`src/rtl/uart_prog_loader_if.sv`:
```
// Boot loader bus: strap/serial inputs, imem write port and status.
// The loader is the master; the environment is the slave.
interface uart_prog_loader_if #(
  parameter int ADDR_W = 12
);
  logic              prog_en;
  logic              rx;
  logic              imem_we;
  logic [ADDR_W-1:0] imem_addr;
  logic [31:0]       imem_wdata;
  logic              core_rst_n;
  logic              loading;
  logic              prog_done;
  logic              frame_err;
  logic              overflow;
  logic [ADDR_W:0]   word_count;

  modport master (
    input  prog_en,
    input  rx,
    output imem_we,
    output imem_addr,
    output imem_wdata,
    output core_rst_n,
    output loading,
    output prog_done,
    output frame_err,
    output overflow,
    output word_count
  );

  modport slave (
    output prog_en,
    output rx,
    input  imem_we,
    input  imem_addr,
    input  imem_wdata,
    input  core_rst_n,
    input  loading,
    input  prog_done,
    input  frame_err,
    input  overflow,
    input  word_count
  );
endinterface

```
`src/rtl/uart_prog_loader.sv`:
```
// UART boot loader: 8N1 bytes -> MSB-first words -> imem writes.
// Holds the user core in reset until a load ends on END_WORD.
module uart_prog_loader #(
  parameter int          CLKS_PER_BIT = 696,
  parameter int          ADDR_W       = 12,
  parameter int          MEM_DEPTH    = 4096,
  parameter logic [31:0] END_WORD     = 32'h0000_0FFF
) (
  input logic               clk,
  input logic               rst_n,
  uart_prog_loader_if.master bus
);

  localparam int TW = $clog2(CLKS_PER_BIT);
  localparam logic [TW-1:0] T_HALF =
    TW'(CLKS_PER_BIT / 2);
  localparam logic [TW-1:0] T_LAST =
    TW'(CLKS_PER_BIT - 1);
  localparam logic [ADDR_W:0] DEPTH =
    (ADDR_W+1)'(MEM_DEPTH);

  typedef enum logic [1:0] {
    ST_IDLE,
    ST_LOAD,
    ST_DONE
  } top_e;

  typedef enum logic [1:0] {
    RX_IDLE,
    RX_START,
    RX_DATA,
    RX_STOP
  } rx_e;

  top_e st_q, st_d;
  rx_e  rx_st_q, rx_st_d;

  logic          s1_q, s2_q, prev_q;
  logic          pe_q;
  logic          pe_rise;

  logic [TW-1:0] tmr_q, tmr_d;
  logic [2:0]    bit_q, bit_d;
  logic [7:0]    byte_q, byte_d;
  logic          rx_vld;
  logic          rx_ferr;

  logic [31:0]       word_q, word_d;
  logic [1:0]        bc_q, bc_d;
  logic [ADDR_W:0]   wc_q, wc_d;
  logic              we_q, we_d;
  logic [ADDR_W-1:0] addr_q, addr_d;
  logic [31:0]       wdata_q, wdata_d;
  logic              ferr_q, ferr_d;
  logic              ovf_q, ovf_d;

  assign pe_rise = bus.prog_en & ~pe_q;

  // rx synchronizer, rx edge history and prog_en edge history
  always_ff @(posedge clk or negedge rst_n) begin
    if (!rst_n) begin
      s1_q   <= 1'b1;
      s2_q   <= 1'b1;
      prev_q <= 1'b1;
      pe_q   <= 1'b0;
    end else begin
      s1_q   <= bus.rx;
      s2_q   <= s1_q;
      prev_q <= s2_q;
      pe_q   <= bus.prog_en;
    end
  end

  // RX FSM state register
  always_ff @(posedge clk or negedge rst_n) begin
    if (!rst_n) begin
      rx_st_q <= RX_IDLE;
      tmr_q   <= '0;
      bit_q   <= '0;
      byte_q  <= '0;
    end else begin
      rx_st_q <= rx_st_d;
      tmr_q   <= tmr_d;
      bit_q   <= bit_d;
      byte_q  <= byte_d;
    end
  end

  // RX FSM next state; only live while loading
  always_comb begin
    rx_st_d = rx_st_q;
    tmr_d   = tmr_q + 1'b1;
    bit_d   = bit_q;
    byte_d  = byte_q;
    rx_vld  = 1'b0;
    rx_ferr = 1'b0;
    unique case (rx_st_q)
      RX_IDLE: begin
        tmr_d = '0;
        if (prev_q && !s2_q) rx_st_d = RX_START;
      end
      RX_START: begin
        if (tmr_q == T_HALF) begin
          tmr_d   = '0;
          bit_d   = '0;
          rx_st_d = s2_q ? RX_IDLE : RX_DATA;
        end
      end
      RX_DATA: begin
        if (tmr_q == T_LAST) begin
          tmr_d  = '0;
          byte_d = {s2_q, byte_q[7:1]};
          bit_d  = bit_q + 3'd1;
          if (bit_q == 3'd7) rx_st_d = RX_STOP;
        end
      end
      RX_STOP: begin
        if (tmr_q == T_LAST) begin
          tmr_d   = '0;
          rx_st_d = RX_IDLE;
          rx_vld  = s2_q;
          rx_ferr = ~s2_q;
        end
      end
      default: rx_st_d = RX_IDLE;
    endcase
    if (st_q != ST_LOAD) begin
      rx_st_d = RX_IDLE;
      tmr_d   = '0;
      rx_vld  = 1'b0;
      rx_ferr = 1'b0;
    end
  end

  // top FSM, word assembly and write port registers
  always_ff @(posedge clk or negedge rst_n) begin
    if (!rst_n) begin
      st_q    <= ST_IDLE;
      word_q  <= '0;
      bc_q    <= '0;
      wc_q    <= '0;
      we_q    <= 1'b0;
      addr_q  <= '0;
      wdata_q <= '0;
      ferr_q  <= 1'b0;
      ovf_q   <= 1'b0;
    end else begin
      st_q    <= st_d;
      word_q  <= word_d;
      bc_q    <= bc_d;
      wc_q    <= wc_d;
      we_q    <= we_d;
      addr_q  <= addr_d;
      wdata_q <= wdata_d;
      ferr_q  <= ferr_d;
      ovf_q   <= ovf_d;
    end
  end

  // top FSM next state; abort wins over a byte landing
  always_comb begin
    st_d    = st_q;
    word_d  = word_q;
    bc_d    = bc_q;
    wc_d    = wc_q;
    we_d    = 1'b0;
    addr_d  = addr_q;
    wdata_d = wdata_q;
    ferr_d  = ferr_q;
    ovf_d   = ovf_q;
    unique case (st_q)
      ST_IDLE, ST_DONE: begin
        if (pe_rise) begin
          st_d   = ST_LOAD;
          word_d = '0;
          bc_d   = '0;
          wc_d   = '0;
          ferr_d = 1'b0;
          ovf_d  = 1'b0;
        end
      end
      ST_LOAD: begin
        if (!bus.prog_en) begin
          st_d = ST_IDLE;
        end else begin
          if (rx_ferr) ferr_d = 1'b1;
          if (rx_vld) begin
            word_d = {word_q[23:0], byte_q};
            bc_d   = bc_q + 2'd1;
            if (bc_q == 2'd3) begin
              if (word_d == END_WORD) begin
                st_d = ST_DONE;
              end else begin
                we_d    = 1'b1;
                addr_d  = wc_q[ADDR_W-1:0];
                wdata_d = word_d;
                wc_d    = wc_q + 1'b1;
                if (wc_d == DEPTH) begin
                  ovf_d = 1'b1;
                  st_d  = ST_DONE;
                end
              end
            end
          end
        end
      end
      default: st_d = ST_IDLE;
    endcase
  end

  assign bus.imem_we    = we_q;
  assign bus.imem_addr  = addr_q;
  assign bus.imem_wdata = wdata_q;
  assign bus.loading    = (st_q == ST_LOAD);
  assign bus.prog_done  = (st_q == ST_DONE);
  assign bus.core_rst_n = (st_q == ST_DONE) & ~ovf_q;
  assign bus.frame_err  = ferr_q;
  assign bus.overflow   = ovf_q;
  assign bus.word_count = wc_q;

endmodule

```
`src/flat_wrapper.sv`:
```
// flat-port wrapper written by rule: the top's interface ports become plain ports
module uart_prog_loader_flat 
#(
  parameter int          CLKS_PER_BIT = 696,
  parameter int          ADDR_W       = 12,
  parameter int          MEM_DEPTH    = 4096,
  parameter logic [31:0] END_WORD     = 32'h0000_0FFF
)
  (clk, rst_n, bus_prog_en, bus_rx, bus_imem_we, bus_imem_addr, bus_imem_wdata, bus_core_rst_n, bus_loading, bus_prog_done, bus_frame_err, bus_overflow, bus_word_count);
  uart_prog_loader_if #(.ADDR_W(ADDR_W)) bus_i ();
  input logic clk;
  input logic rst_n;
  input wire logic [$bits(bus_i.prog_en)-1:0] bus_prog_en;
  input wire logic [$bits(bus_i.rx)-1:0] bus_rx;
  output wire logic [$bits(bus_i.imem_we)-1:0] bus_imem_we;
  output wire logic [$bits(bus_i.imem_addr)-1:0] bus_imem_addr;
  output wire logic [$bits(bus_i.imem_wdata)-1:0] bus_imem_wdata;
  output wire logic [$bits(bus_i.core_rst_n)-1:0] bus_core_rst_n;
  output wire logic [$bits(bus_i.loading)-1:0] bus_loading;
  output wire logic [$bits(bus_i.prog_done)-1:0] bus_prog_done;
  output wire logic [$bits(bus_i.frame_err)-1:0] bus_frame_err;
  output wire logic [$bits(bus_i.overflow)-1:0] bus_overflow;
  output wire logic [$bits(bus_i.word_count)-1:0] bus_word_count;
  assign bus_i.prog_en = bus_prog_en;
  assign bus_i.rx = bus_rx;
  assign bus_imem_we = bus_i.imem_we;
  assign bus_imem_addr = bus_i.imem_addr;
  assign bus_imem_wdata = bus_i.imem_wdata;
  assign bus_core_rst_n = bus_i.core_rst_n;
  assign bus_loading = bus_i.loading;
  assign bus_prog_done = bus_i.prog_done;
  assign bus_frame_err = bus_i.frame_err;
  assign bus_overflow = bus_i.overflow;
  assign bus_word_count = bus_i.word_count;
  uart_prog_loader #(.CLKS_PER_BIT(CLKS_PER_BIT), .ADDR_W(ADDR_W), .MEM_DEPTH(MEM_DEPTH), .END_WORD(END_WORD)) u_core (.clk(clk), .rst_n(rst_n), .bus(bus_i));
endmodule
```
`config.mk`:
```
export PLATFORM = sky130hd
export DESIGN_NAME = uart_prog_loader_flat
export DESIGN_NICKNAME = d
export VERILOG_FILES = /design/src/rtl/uart_prog_loader_if.sv /design/src/rtl/uart_prog_loader.sv /design/src/flat_wrapper.sv
export SDC_FILE = /design/constraint.sdc
export NUM_CORES = 1
export LEC_CHECK = 0
export CORE_UTILIZATION = 23
export DETAILED_ROUTE_END_ITERATION = 10
export DONT_BUFFER_PORTS = 1
export GPL_ROUTABILITY_DRIVEN = 0
export SETUP_SLACK_MARGIN = 0.1
export SLEW_MARGIN = 10
export SYNTH_ARGS = -nofsm -noshare
export SYNTH_HDL_FRONTEND = slang
export SYNTH_SLANG_ARGS = --single-unit
```
`constraint.sdc`:
```
create_clock -name clk -period 4.5 [get_ports clk]
set_clock_uncertainty 0.15 [all_clocks]
set_input_delay 1.125 -clock clk [delete_from_list [all_inputs] [get_ports clk]]
set_output_delay 1.125 -clock clk [all_outputs]
set_load 0.005 [all_outputs]
```
Yosys cells after proc, flatten, opt, wreduce, memory -nomap -nowiden
Cells that the tools add are included.
Operators by class
  reductions and logical operators: 17
  mux-type cells: 57
  equality and inequality tests: 29
  shift-type cells: 0
  $lt $le $gt $ge: 0
  divide/modulo/power cells: 0
  bitwise logic cells: 6
  $mul: 0
  $add $sub $neg: 4
Operators with widths (count)
  24-bit two-way mux: 3
  13-bit two-way mux: 5
  24-bit one-hot mux with 2 select lines: 1
  32-bit by 12-bit == test with 1-bit output, second input constant: 1
  2-bit two-way mux: 16
  10-bit two-way mux: 3
  10-bit one-hot mux with 3 select lines: 1
  13-bit one-hot mux with 2 select lines: 1
  1-bit two-way mux: 19
  2-bit by 1-bit != test with 1-bit output, second input constant: 8
  3-bit by 1-bit != test with 1-bit output, second input constant: 5
  13-bit by 1-bit adder with 13-bit output, second input constant: 1
  13-bit == test, second input constant: 1
  4-bit AND reduction: 3
  10-bit by 1-bit adder with 10-bit output, second input constant: 1
  10-bit == test, second input constant: 1
  10-bit by 9-bit == test with 1-bit output, second input constant: 1
  5-bit AND reduction: 2
  2-bit == test, second input constant: 4
  2-bit one-hot mux with 2 select lines: 2
  2-bit one-hot mux with 4 select lines: 1
  7-bit AND reduction: 1
  3-bit two-way mux: 2
  3-bit by 2-bit != test with 1-bit output, second input constant: 2
  18 further kinds: 28
Storage, ports and cells
  bits in read-only memories: 0
  logic and storage cells: 130
  memories kept: 0
  output and inout port bits: 63
  bits in latches: 0
  bits in writable memories: 0
  bits of input ports: 4
  register bits after elaboration: 115

Longest topological paths before layout
  depth after elaboration: 8
  gate-level depth with buffers: 9
  depth with buffers taken out: 7

Worst setup path after synthesis
No wires, ideal clock.
  path kind: input to register
  start point: input bus_prog_en
  end point: register u_core.wdata_q[25], in the netlist u_core.bus.imem_wdata[25]
  setup time: 0.125 ns
  path slack: 1.608 ns
  arrival: 2.617 ns
  data required time: 4.225 ns
  stages on the path: 8
  path buffers: 3
  cell sequence: nand3b_1 -> nor4_2 -> nor2_1 -> or3_1 -> clkbuf_1 -> buf_6 -> buf_6 -> mux2_4
On the way
  longest elaborated chain between the ends: 1
Ends and longest elaborated chain
  start: declaration: line flat_wrapper.sv:13  | input wire logic [$bits(bus_i.prog_en)-1:0] bus_prog_en;
  5-bit AND reduction (no line)
  end signal: assignment: line uart_prog_loader.sv:154  | wdata_q <= wdata_d;
  end: declaration: line uart_prog_loader.sv:53  | logic [31:0] wdata_q, wdata_d;
No other way between the ends.
A chain may end at the register's enable or synchronous reset.

Final worst setup path
  start point: register u_core.st_q[1]
  end point: output bus_loading
On the way
  longest elaborated chain between the ends: 1
Ends and longest elaborated chain
  start: declaration: line uart_prog_loader.sv:35  | top_e st_q, st_d;
  start signal: assignment: line uart_prog_loader.sv:148  | st_q <= st_d;
  2-bit by 1-bit == test with 1-bit output: line uart_prog_loader.sv:214  | assign bus.loading = (st_q == ST_LOAD);
  end: declaration: line flat_wrapper.sv:19  | output wire logic [$bits(bus_i.loading)-1:0] bus_loading;
No other way between the ends.

==> Flow_metrics.wiki <==
{| class="wikitable"
! Metric !! Value
|-
| Required arrival time at the worst endpoint || 3.22 ns
|-
| CTS tree || built
|-
| Critical path endpoint category || primary output
|-
| Share of synthesized area occupied by flip-flops and latches || 55.2%
|-
| Number of top-level pins || 67
|-
| Share of total power in sequential cells || 41.0%
|-
| Detailed-placement wirelength estimate || 7820 um
|-
| Number of gates resized after CTS || 0
|-
| Clock insertion delay at the later pin of the skew report || 0.41 ns
|-
| Total Negative Setup Slacks || 0 ns
|-
| Leakage || 2.74 nW
|-
| Failing checks || DRC
|-
| Htree depth || 4
|-
| Top-area cell type share of the netlist area || 53.7%
|-
| Overall die height || 153 um
|-
| Via count normalized by instance count || 4.52
|-
| Startpoint-to-endpoint class of the critical path || flop to primary output
|-
| Clock sinks || 115
|-
| Final hold violation count || 0
|-
| Maximum buffer depth of the clock tree || 2
|-
| Routed metal-1 wire length || 5610 um
|-
| Max-slew violation total from the final report || 0
|-
| Global-route usage over all layers || 11.2%
|-
| Violation count after the first detailed-route iteration || 270
|-
| Run status || complete, but fails checks
|-
| Share of flip-flops with an asynchronous set or reset after synthesis || 100%
|-
| Final core utilization || 27.8%
|-
| Clock-pin slew of the registers on the worst-case setup and hold paths || 0.06 ns
|-
| Least-Margin Pin Slew || 0.767 ns
|-
| Proportion of power drawn by combinational gates || 9.1%
|-
| Port bufs || 0
|-
| # diodes || 0
|-
| Remaining global-route overflow || 0
|-
| Relative slew margins || 48.9%
|-
| Internal Power || 0.00212 W
|-
| Number of buffers inserted for hold repair after clock tree synthesis || 0
|-
| Share of post-route cells with drive strength above 1 || 20.6%
|-
| Max-Cap Viols || 0
|-
| Mean instance size in the synthesized netlist || 11.0 um2
|-
| Top post-synthesis cells by area || dfrtp_1 (54%), mux2_2 (9.9%), nand2_1 (4.7%)
|-
| Clock Power Share || 49.8%
|-
| Clock tree root buffer cell || clkbuf_16
|-
| Routed length on met2 || 5400 um
|-
| Number of enable flip-flop cells after synthesis || 0
|-
| Initial antenna violation count || 0
|-
| Via count of the first global-routing pass || 3492
|-
| Worst setup SP type || flop
|-
| Wire length of the first global-routing pass || 20200 um
|-
| Final #Nets || 487
|-
| Signed area change from the synthesized netlist to the final layout || 17.3%
|-
| Post-synthesis instance area || 5220 um2
|-
| Die Wd || 153 um
|-
| Most frequently used flop master after synthesis || dfrtp_1
|-
| CP arrival || 1.94 ns
|-
| Area leader, netlist || dfrtp_1
|-
| Unrepaired setup endpoints after global routing || false
|-
| Achievable clock frequency || 0.311 GHz
|-
| Net count after synthesis || 490
|-
| Post-layout total power || 0.00283 W
|-
| Vias post-DR || 3454
|-
| DR WL met3 || 836 um
|-
| Number of unique standard cell types used by synthesis || 54
|-
| Number of failing setup endpoints in the final timing report || 0
|-
| Clock buffers created by TritonCTS || 17
|-
| Placeable core region || 22000 um2
|-
| Number of nets with antenna violations after detailed routing || 0
|-
| Synthesized flop and latch total || 115
|-
| Switch share || 25.0%
|-
| Switching power || 0.000708 W
|-
| Synth warnings || 0
|-
| Routed wire length || 11900 um
|-
| Total die area || 23300 um2
|-
| Power density over the cells || 462 nW/um2
|-
| Post-synthesis cell count || 475
|-
| Count of standard-cell rows || 54
|-
| Total iterations of the first detailed-routing run || 9
|-
| Share of the cycle needed by the critical path after routing || 71.6%
|-
| Starting utilization of the core area || 23.7%
|-
| Max Used Layer || met4
|-
| Wire per inst || 15.6 um
|-
| Final critical-path required period || 3.22 ns
|-
| Max FO, Critical Path || 25
|-
| Worst IR Drop VDD || 0.188 mV
|-
| Setup fix buffers added after clock tree synthesis || 0
|-
| Number of remaining DRC errors || 6
|-
| Pin count of the biggest net entering global routing || 116
|-
| Path type of the worst min-delay path || flop to flop
|}
worst max-delay path, cell delays in order, from the launching register on:
cell and delay (ns):
dfrtp_1 0.35, nand2b_1 0.61, clkinv_1 0.28, buf_4 0.29
path summary, 6_finish.rpt:
kind,slack [ns],to,startpoint,depth (start not counted)
max,1.28,bus_loading,u_core.st_q[1],3
min,0.21,u_core.s2_q,u_core.s1_q,0
max reg2reg,1.60,u_core.bus.word_count[6],u_core.tmr_q[6],7
min reg2reg,0.21,u_core.s2_q,u_core.s1_q,0
max in group asynchronous,3.76,u_core.prev_q,rst_n,0
min in group asynchronous,0.26,u_core.rx_st_q[0],rst_n,0
state kept, by name (all words and copies together) (netlist names), 2 cells and up:
name and flops:
u_core.rx_st_q 2, u_core.tmr_q 10, u_core.bus.imem_wdata 32, u_core.bus.imem_addr 12, u_core.word_q 24, u_core.byte_q 8, u_core.bit_q 3, u_core.bc_q 2
u_core.bus.word_count 13, u_core.st_q 2
layout make-up:
class                      instances  area, um2
clock buffer                      23        498
clock inverter                     9        125
fill                            2276      15900
inverter                          14       52.6
multi-input combinational        318       2170
sequential                       115       2880
tap                              280        350
timing repair buffer               6       45.0
metrics by stage:
stage               hold slack, ns  std cells  instance area [um2]  setup WS, ns
finish                       0.205        765                 6120          1.28
global route                 0.207        765                 6120          1.12
CTS                          0.205        765                 6120          1.26
detailed placement           0.197        733                 5500          1.27
global placement             0.197        733                 5500          1.29
floorplan                    0.195        475                 5220          1.61
power by group through the flow:
stage | clock (W) | combinational [W] | sequential, W
finish | 0.00141 | 0.000259 | 0.00116
global placement | 0 | 0.000256 | 0.00118
CTS | 0.00144 | 0.000262 | 0.00116
global route | 0.00150 | 0.000298 | 0.00117
detailed placement | 0 | 0.000258 | 0.00118
floorplan | 0 | 0.000218 | 0.00114
cells by family after synthesis:
| group | after synthesis | share of synthesized area, % |
|---|---|---|
| AND/OR/NAND/NOR | 164 | 15.4 |
| flip-flops | 115 | 55.2 |
| AO/OA/AOI/OAI | 81 | 10.0 |
| multiplexers | 53 | 11.8 |
| buffers and inverters | 42 | 3.40 |
| adder cells (fa/ha/maj) | 11 | 2.64 |
| XOR/XNOR | 9 | 1.51 |
cell usage in the layout (no fill, tap or decap), types with 8 or more instances in the layout:
master	instances
dfrtp_1	112
o31ai_1	17
inv_1	13
nor2_1	30
ha_1	11
clkbuf_16	17
o21ai_0	37
and3_1	8
nand2_1	65
nand3_1	12
mux2_2	46
layer usage:
layer	up-vias	GRT usage, %
met1	1696	14.4
met2	74	16.7
met4	0	3.13
met5	-	0
li1	1677	-
met3	7	5.06
synth_stat cells (all sizes together), types with 6 or more instances:
master,instances
and3,8
mux2,52
o21ai,37
nand4,7
o31ai,17
nand3,12
nor4,8
ha,11
buf,6
nand2b,7
nand2,65
clkbuf,22
inv,13
nor2,31
dfrtp,112
No activity file was read; power rests on OpenSTA's default activity.
